### src/rtl/fma_result_packer.sv
// FMA back end: normalizes the raw adder sum, rounds to nearest-even and packs an IEEE single.
// Define DENORM_OUT_EN to emit gradual-underflow results for non-flush (nj_mode=0) beats.
module fma_result_packer #(
   parameter int unsigned MW = 48,
   parameter int unsigned EW = 10
) (
   input  logic          clk,
   input  logic          rst,
   input  logic          in_valid,
   output logic          in_ready,
   input  logic          sign,
   input  logic [EW-1:0] exp_in,
   input  logic [MW-1:0] manti_in,
   input  logic          nj_mode,
   input  logic          spec_mask,
   input  logic [31:0]   res_spec,
   output logic          out_valid,
   input  logic          out_ready,
   output logic [31:0]   res,
   output logic [2:0]    flags,
   input  logic          flag_clr,
   output logic [2:0]    sticky_flags
);

   logic               s1_valid_q, s1_valid_d;
   logic [MW-1:0]      s1_norm_q, s1_norm_d;
   logic signed [10:0] s1_e_q, s1_e_d;
   logic               s1_sign_q, s1_sign_d;
   logic               s1_nj_q, s1_nj_d;
   logic               s1_spec_q, s1_spec_d;
   logic [31:0]        s1_rspec_q, s1_rspec_d;

   logic               out_valid_q, out_valid_d;
   logic [31:0]        res_q, res_d;
   logic [2:0]         flags_q, flags_d;
   logic [2:0]         sticky_q, sticky_d;

   logic               out_fire;
   logic               s1_adv;
   logic               in_fire;

   assign out_fire = out_valid_q & out_ready;
   assign s1_adv   = s1_valid_q & (~out_valid_q | out_ready);
   assign in_ready = ~s1_valid_q | s1_adv;
   assign in_fire  = in_valid & in_ready;

   // Stage 1: leading-zero count and normalization
   logic [5:0] lzc;

   always_comb begin
      lzc = 6'd48;
      for (int i = 0; i < 48; i++) begin
         if (manti_in[i]) lzc = 6'(47 - i);
      end
   end

   always_comb begin
      s1_valid_d = s1_valid_q;
      s1_norm_d  = s1_norm_q;
      s1_e_d     = s1_e_q;
      s1_sign_d  = s1_sign_q;
      s1_nj_d    = s1_nj_q;
      s1_spec_d  = s1_spec_q;
      s1_rspec_d = s1_rspec_q;
      if (in_fire) begin
         s1_valid_d = 1'b1;
         s1_norm_d  = manti_in << lzc;
         // Biased exponent: exp_in + 1 - lzc + 127
         s1_e_d     = $signed({exp_in[EW-1], exp_in}) + 11'sd128 - $signed({5'd0, lzc});
         s1_sign_d  = sign;
         s1_nj_d    = nj_mode;
         s1_spec_d  = spec_mask;
         s1_rspec_d = res_spec;
      end else if (s1_adv) begin
         s1_valid_d = 1'b0;
      end
   end

   // Stage 2: round-to-nearest-even on the normal path
   logic [22:0]        frac;
   logic [22:0]        frac_r;
   logic               grd;
   logic               stk;
   logic               rnd_inc;
   logic               carry;
   logic signed [10:0] e_r;
   logic               tiny;
   logic               ovf;

   always_comb begin
      frac            = s1_norm_q[46:24];
      grd             = s1_norm_q[23];
      stk             = |s1_norm_q[22:0];
      rnd_inc         = grd & (stk | frac[0]);
      {carry, frac_r} = {1'b0, frac} + {23'd0, rnd_inc};
      e_r             = s1_e_q + $signed({10'd0, carry});
      tiny            = (s1_e_q <= 11'sd0);
      ovf             = (e_r >= 11'sd255);
   end

`ifdef DENORM_OUT_EN
   logic signed [10:0] dn_amt;
   logic [4:0]         dn_sh;
   logic [73:0]        dn_wide;
   logic [23:0]        dn_sig;
   logic [23:0]        dn_r;
   logic               dn_g;
   logic               dn_st;

   // Denormal: shift {1,f} right by 1-E (at most 25); the padding keeps every dropped bit in sticky
   always_comb begin
      dn_amt  = 11'sd1 - s1_e_q;
      dn_sh   = (dn_amt > 11'sd25) ? 5'd25 : dn_amt[4:0];
      dn_wide = {s1_norm_q, 26'd0} >> dn_sh;
      dn_sig  = dn_wide[73:50];
      dn_g    = dn_wide[49];
      dn_st   = |dn_wide[48:0];
      dn_r    = dn_sig + {23'd0, dn_g & (dn_st | dn_sig[0])};
   end
`else
   logic unused_nj;
   assign unused_nj = s1_nj_q;
`endif

   always_comb begin
      out_valid_d = out_valid_q;
      res_d       = res_q;
      flags_d     = flags_q;
      if (s1_adv) begin
         out_valid_d = 1'b1;
         if (s1_spec_q) begin
            res_d   = s1_rspec_q;
            flags_d = 3'b000;
         end else if (!s1_norm_q[47]) begin
            res_d   = {s1_sign_q, 31'd0};
            flags_d = 3'b000;
         end else if (tiny) begin
`ifdef DENORM_OUT_EN
            if (!s1_nj_q) begin
               // A carry into dn_r[23] lands in the exponent field, giving the smallest normal
               res_d   = {s1_sign_q, 7'd0, dn_r};
               flags_d = {1'b0, 1'b1, dn_g | dn_st};
            end else begin
               res_d   = {s1_sign_q, 31'd0};
               flags_d = 3'b011;
            end
`else
            res_d   = {s1_sign_q, 31'd0};
            flags_d = 3'b011;
`endif
         end else if (ovf) begin
            res_d   = {s1_sign_q, 8'hFF, 23'd0};
            flags_d = 3'b101;
         end else begin
            res_d   = {s1_sign_q, e_r[7:0], frac_r};
            flags_d = {2'b00, grd | stk};
         end
      end else if (out_ready) begin
         out_valid_d = 1'b0;
      end
   end

   // Clear wipes older flags only; the beat handed over this cycle still lands
   always_comb begin
      sticky_d = sticky_q;
      if (out_fire) begin
         sticky_d = (flag_clr ? 3'd0 : sticky_q) | flags_q;
      end else if (flag_clr) begin
         sticky_d = 3'd0;
      end
   end

   always_ff @(posedge clk) begin
      if (rst) begin
         s1_valid_q  <= 1'b0;
         s1_norm_q   <= '0;
         s1_e_q      <= '0;
         s1_sign_q   <= 1'b0;
         s1_nj_q     <= 1'b0;
         s1_spec_q   <= 1'b0;
         s1_rspec_q  <= '0;
         out_valid_q <= 1'b0;
         res_q       <= '0;
         flags_q     <= '0;
         sticky_q    <= '0;
      end else begin
         s1_valid_q  <= s1_valid_d;
         s1_norm_q   <= s1_norm_d;
         s1_e_q      <= s1_e_d;
         s1_sign_q   <= s1_sign_d;
         s1_nj_q     <= s1_nj_d;
         s1_spec_q   <= s1_spec_d;
         s1_rspec_q  <= s1_rspec_d;
         out_valid_q <= out_valid_d;
         res_q       <= res_d;
         flags_q     <= flags_d;
         sticky_q    <= sticky_d;
      end
   end

   assign out_valid    = out_valid_q;
   assign res          = res_q;
   assign flags        = flags_q;
   assign sticky_flags = sticky_q;

endmodule

### config.mk
export PLATFORM = sky130hd
export DESIGN_NAME = fma_result_packer
export DESIGN_NICKNAME = d
export VERILOG_FILES = /design/src/rtl/fma_result_packer.sv
export SDC_FILE = /design/constraint.sdc
export NUM_CORES = 1
export LEC_CHECK = 0
export CORE_ASPECT_RATIO = 0.75
export CORE_MARGIN = 3
export CORE_UTILIZATION = 50
export DETAILED_ROUTE_END_ITERATION = 8
export PLACE_DENSITY = 0.75
export SLEW_MARGIN = 10
export SYNTH_ARGS = -nofsm -noshare
export SYNTH_HDL_FRONTEND = slang
export SYNTH_SLANG_ARGS = --single-unit
### constraint.sdc
create_clock -name clk -period 6.3 [get_ports clk]
set_input_delay 1.26 -clock clk [delete_from_list [all_inputs] [get_ports clk]]
set_output_delay 1.26 -clock clk [all_outputs]
set_load 0.02 [all_outputs]
==> summary.md <==
| Metric | Value |
|---|---|
| Status | completed |
| Post-CTS setup repair buffer count | 0 |
| Tot Pwr | 0.00256 W |
| Most common cell in the netlist | nand2_1 |
| Die X | 161 um |
| Clk slew on worst S/H paths | 0.06 ns |
| Async S/R FF share, synth | 0% |
| Synth cell count leaders | nand2_1 (172), nor2_1 (134), dfxtp_1 (133) |
| IO buf count | 136 |
| Static Leakage | 4.63 nW |
| Die area | 19700 sq um |
| Tot GR Track Use | 29.1% |
| Antenna violations before repair | 0 |
| Average wire per standard cell | 19.3 um |
| TritonCTS clock tree | built |
| Remaining antenna violation count | 0 |
| Flops & latches, synth | 133 |
| Row count | 41 |
| End of the critical path | s1_norm_q[46] |
| Worst r2r path cells | 25 |
| # IOs | 138 |
| Nets | 1387 |
| Syn_area_per_cell | 7.71 sq um |
| Max-slew violations | 0 |
| Ant. Diodes | 0 |
| Layout cells sized above 1 | 6.09% |
| Cell Pwr Density | 231 nW/um^2 |
| First drt pass iteration count | 6 |
| Hold buffers post-CTS | 0 |
| Root Buffer | clkbuf_16 |
| Setup crit end kind | flip-flop |
| RR Endpoint | res[9] |
| Largest net degree at the start of global routing | 88 |
| Synth area leaders | dfxtp_1 (30%), mux2i_1 (14%), nand2_1 (7.2%) |
| Clk Latency, worst-skew pair | 0.42 ns |
| Vias | 9331 |
| Flop2flop setup slack | 1.34 ns |
| Vias per cell | 6.16 |
| Synth unique cells | 72 |
| Largest area contributor in the netlist | dfxtp_1 |
| Sequential share of the synthesized area | 29.6% |
| DPL Wire Length | 21500 um |
| Mapped Nets | 1287 |
| MaxCap Viol Count | 0 |
| GPL Wtd Cong | 1.04 |
| Initial DRC count | 1296 |
| Setup violators final | 0 |
| Total core area | 17200 sq um |
| Max H-tree Level | 4 |
| Synthesized instance count | 1168 |
| Final-report hold violation count | 0 |
| Sink Count | 133 |
| Global-route wire length before repair | 45700 um |
| TritonCTS Buffers | 17 |
| HP Class | flip-flop to flip-flop |
| Maximum clock path buffer count | 2 |
| CP Data Required Time | 6.55 ns |
| Peak supply drop | 0.153 mV |
| Final WL | 29200 um |
| Final min period | 5.14 ns |
| RSZ-0062 raised after global routing | no |
| YS warnings | 0 |
| CP Max Fanout | 50 |
| GRT overflow | 0 |
| Fin crit share | 81.6% |
| Starting density of the core | 52.2% |
| Setup Skew | 0.0119 ns |
| Number of synthesized flops with an enable pin | 0 |
| CP Class | input pin to flip-flop |
| Synthesis-to-finish area growth | 23.1% |
| Max transition margin | 24.2% |
| Critical R2R Launch | s1_norm_q[3] |
| WP data arrival | 5.40 ns |
| CP Launch Type | input pin |
| Measured slew at the worst slew-check pin | 1.13 ns |
| Die Ht | 122 um |
| Cell Area, Synth | 9000 sq um |
| TNS Setup | 0 ns |
| Drt drc | 0 |
| Top cell type's share of synthesized area | 29.6% |
| # resized after CTS | 0 |
| F_max | 194 MHz |
| Vias in the first global route | 8479 |
| Crit. Startpoint | manti_in[42] |
| Top_reg_cell synth | dfxtp_1 |
state kept, by name, summed over array words and instances (netlist names):
register / cells
s1_rspec_q: 32
s1_spec_q: 1
s1_norm_q: 48
res: 32
out_valid: 1
sticky_flags: 3
s1_valid_q: 1
s1_e_q: 11
s1_sign_q: 1
flags: 3
per-layer routing:
metal | share of wire (%) | track usage (%) | vias to the layer above
met5 | 0 | 0.505 | -
met4 | 1.2 | 5.48 | 0
met3 | 12 | 9.35 | 33
met2 | 41 | 41.3 | 486
met1 | 46 | 43.2 | 4361
li1 | - | - | 4451
metrics by stage:
| stage | setup WS [ns] | hold slack [ns] | area, sq um | instances | utilization (%) |
|---|---|---|---|---|---|
| after floorplan | 1.07 | 0.435 | 9000 | 1168 | - |
| after global placement | 0.822 | 0.442 | 10500 | 1485 | 60.9 |
| after detailed placement | 0.790 | 0.449 | 10500 | 1485 | 60.9 |
| after CTS | 1.21 | 0.458 | 11100 | 1516 | 64.3 |
| after global routing | 0.830 | 0.471 | 11100 | 1516 | 64.3 |
| final | 1.16 | 0.456 | 11100 | 1516 | 64.3 |
report_power, final:
part | internal (W) | switching (W) | total (W)
Combinational | 0.000260 | 0.000362 | 0.000622
Sequential | 0.000902 | 0.0000530 | 0.000955
Clock | 0.000586 | 0.000394 | 0.000981
cell type report:
type | count | area, sq um
Timing Repair Buffer | 163 | 1570
Clock buffer | 18 | 429
Clock inverter | 13 | 151
Inverter | 28 | 105
Sequential cell | 133 | 2660
Tap cell | 236 | 295
Fill cell | 1530 | 6160
Multi-Input combinational cell | 925 | 5860
cell usage in the layout (no fill, tap or decap), types with 25 or more instances in the layout:
cell / Yosys / final
nand2_1: 172 / 171
clkdlybuf4s50_1: 0 / 135
nor2_1: 134 / 134
dfxtp_1: 133 / 133
mux2i_1: 125 / 125
a21oi_1: 98 / 98
nor3_1: 47 / 47
a221oi_1: 27 / 27
buf_4: 5 / 27
o21ai_0: 26 / 26
inv_1: 25 / 25
nor4_1: 25 / 25
critical path, cell delays in order:
cell             delay [ns]
clkdlybuf4s50_1        0.60
nor2_1                 0.08
o31ai_1                0.58
a21oi_1                0.22
a211oi_4               0.47
buf_12                 0.35
mux2i_1                0.31
mux2i_1                0.18
mux2i_1                0.41
nor2_1                 0.15
nor4_1                 0.60
a211oi_1               0.16
worst min path at each step:
stage	cells past startpoint	slack, ns	from	to
after CTS	2	0.46	s1_rspec_q[19]	s1_rspec_q[19]
after global placement	2	0.44	s1_rspec_q[8]	s1_rspec_q[8]
after global routing	2	0.47	s1_rspec_q[9]	s1_rspec_q[9]
after floorplan	2	0.43	s1_norm_q[19]	s1_norm_q[19]
final	2	0.46	s1_rspec_q[4]	s1_rspec_q[4]
after detailed placement	2	0.45	s1_rspec_q[19]	s1_rspec_q[19]
cells by family (layout without fill, tap and decap cells):
family                   count (synthesis)  count (layout)  share of synthesized area, %
AO/OA/AOI/OAI                          275             275                          20.9
adder cells (fa/ha/maj)                 21              21                          3.00
AND/OR/NAND/NOR                        463             463                          22.9
buffers and inverters                  110             222                          5.38
flip-flops                             133             133                          29.6
multiplexers                           131             131                          14.8
XOR/XNOR                                35              35                          3.40
(Power assumes the default switching activity.)
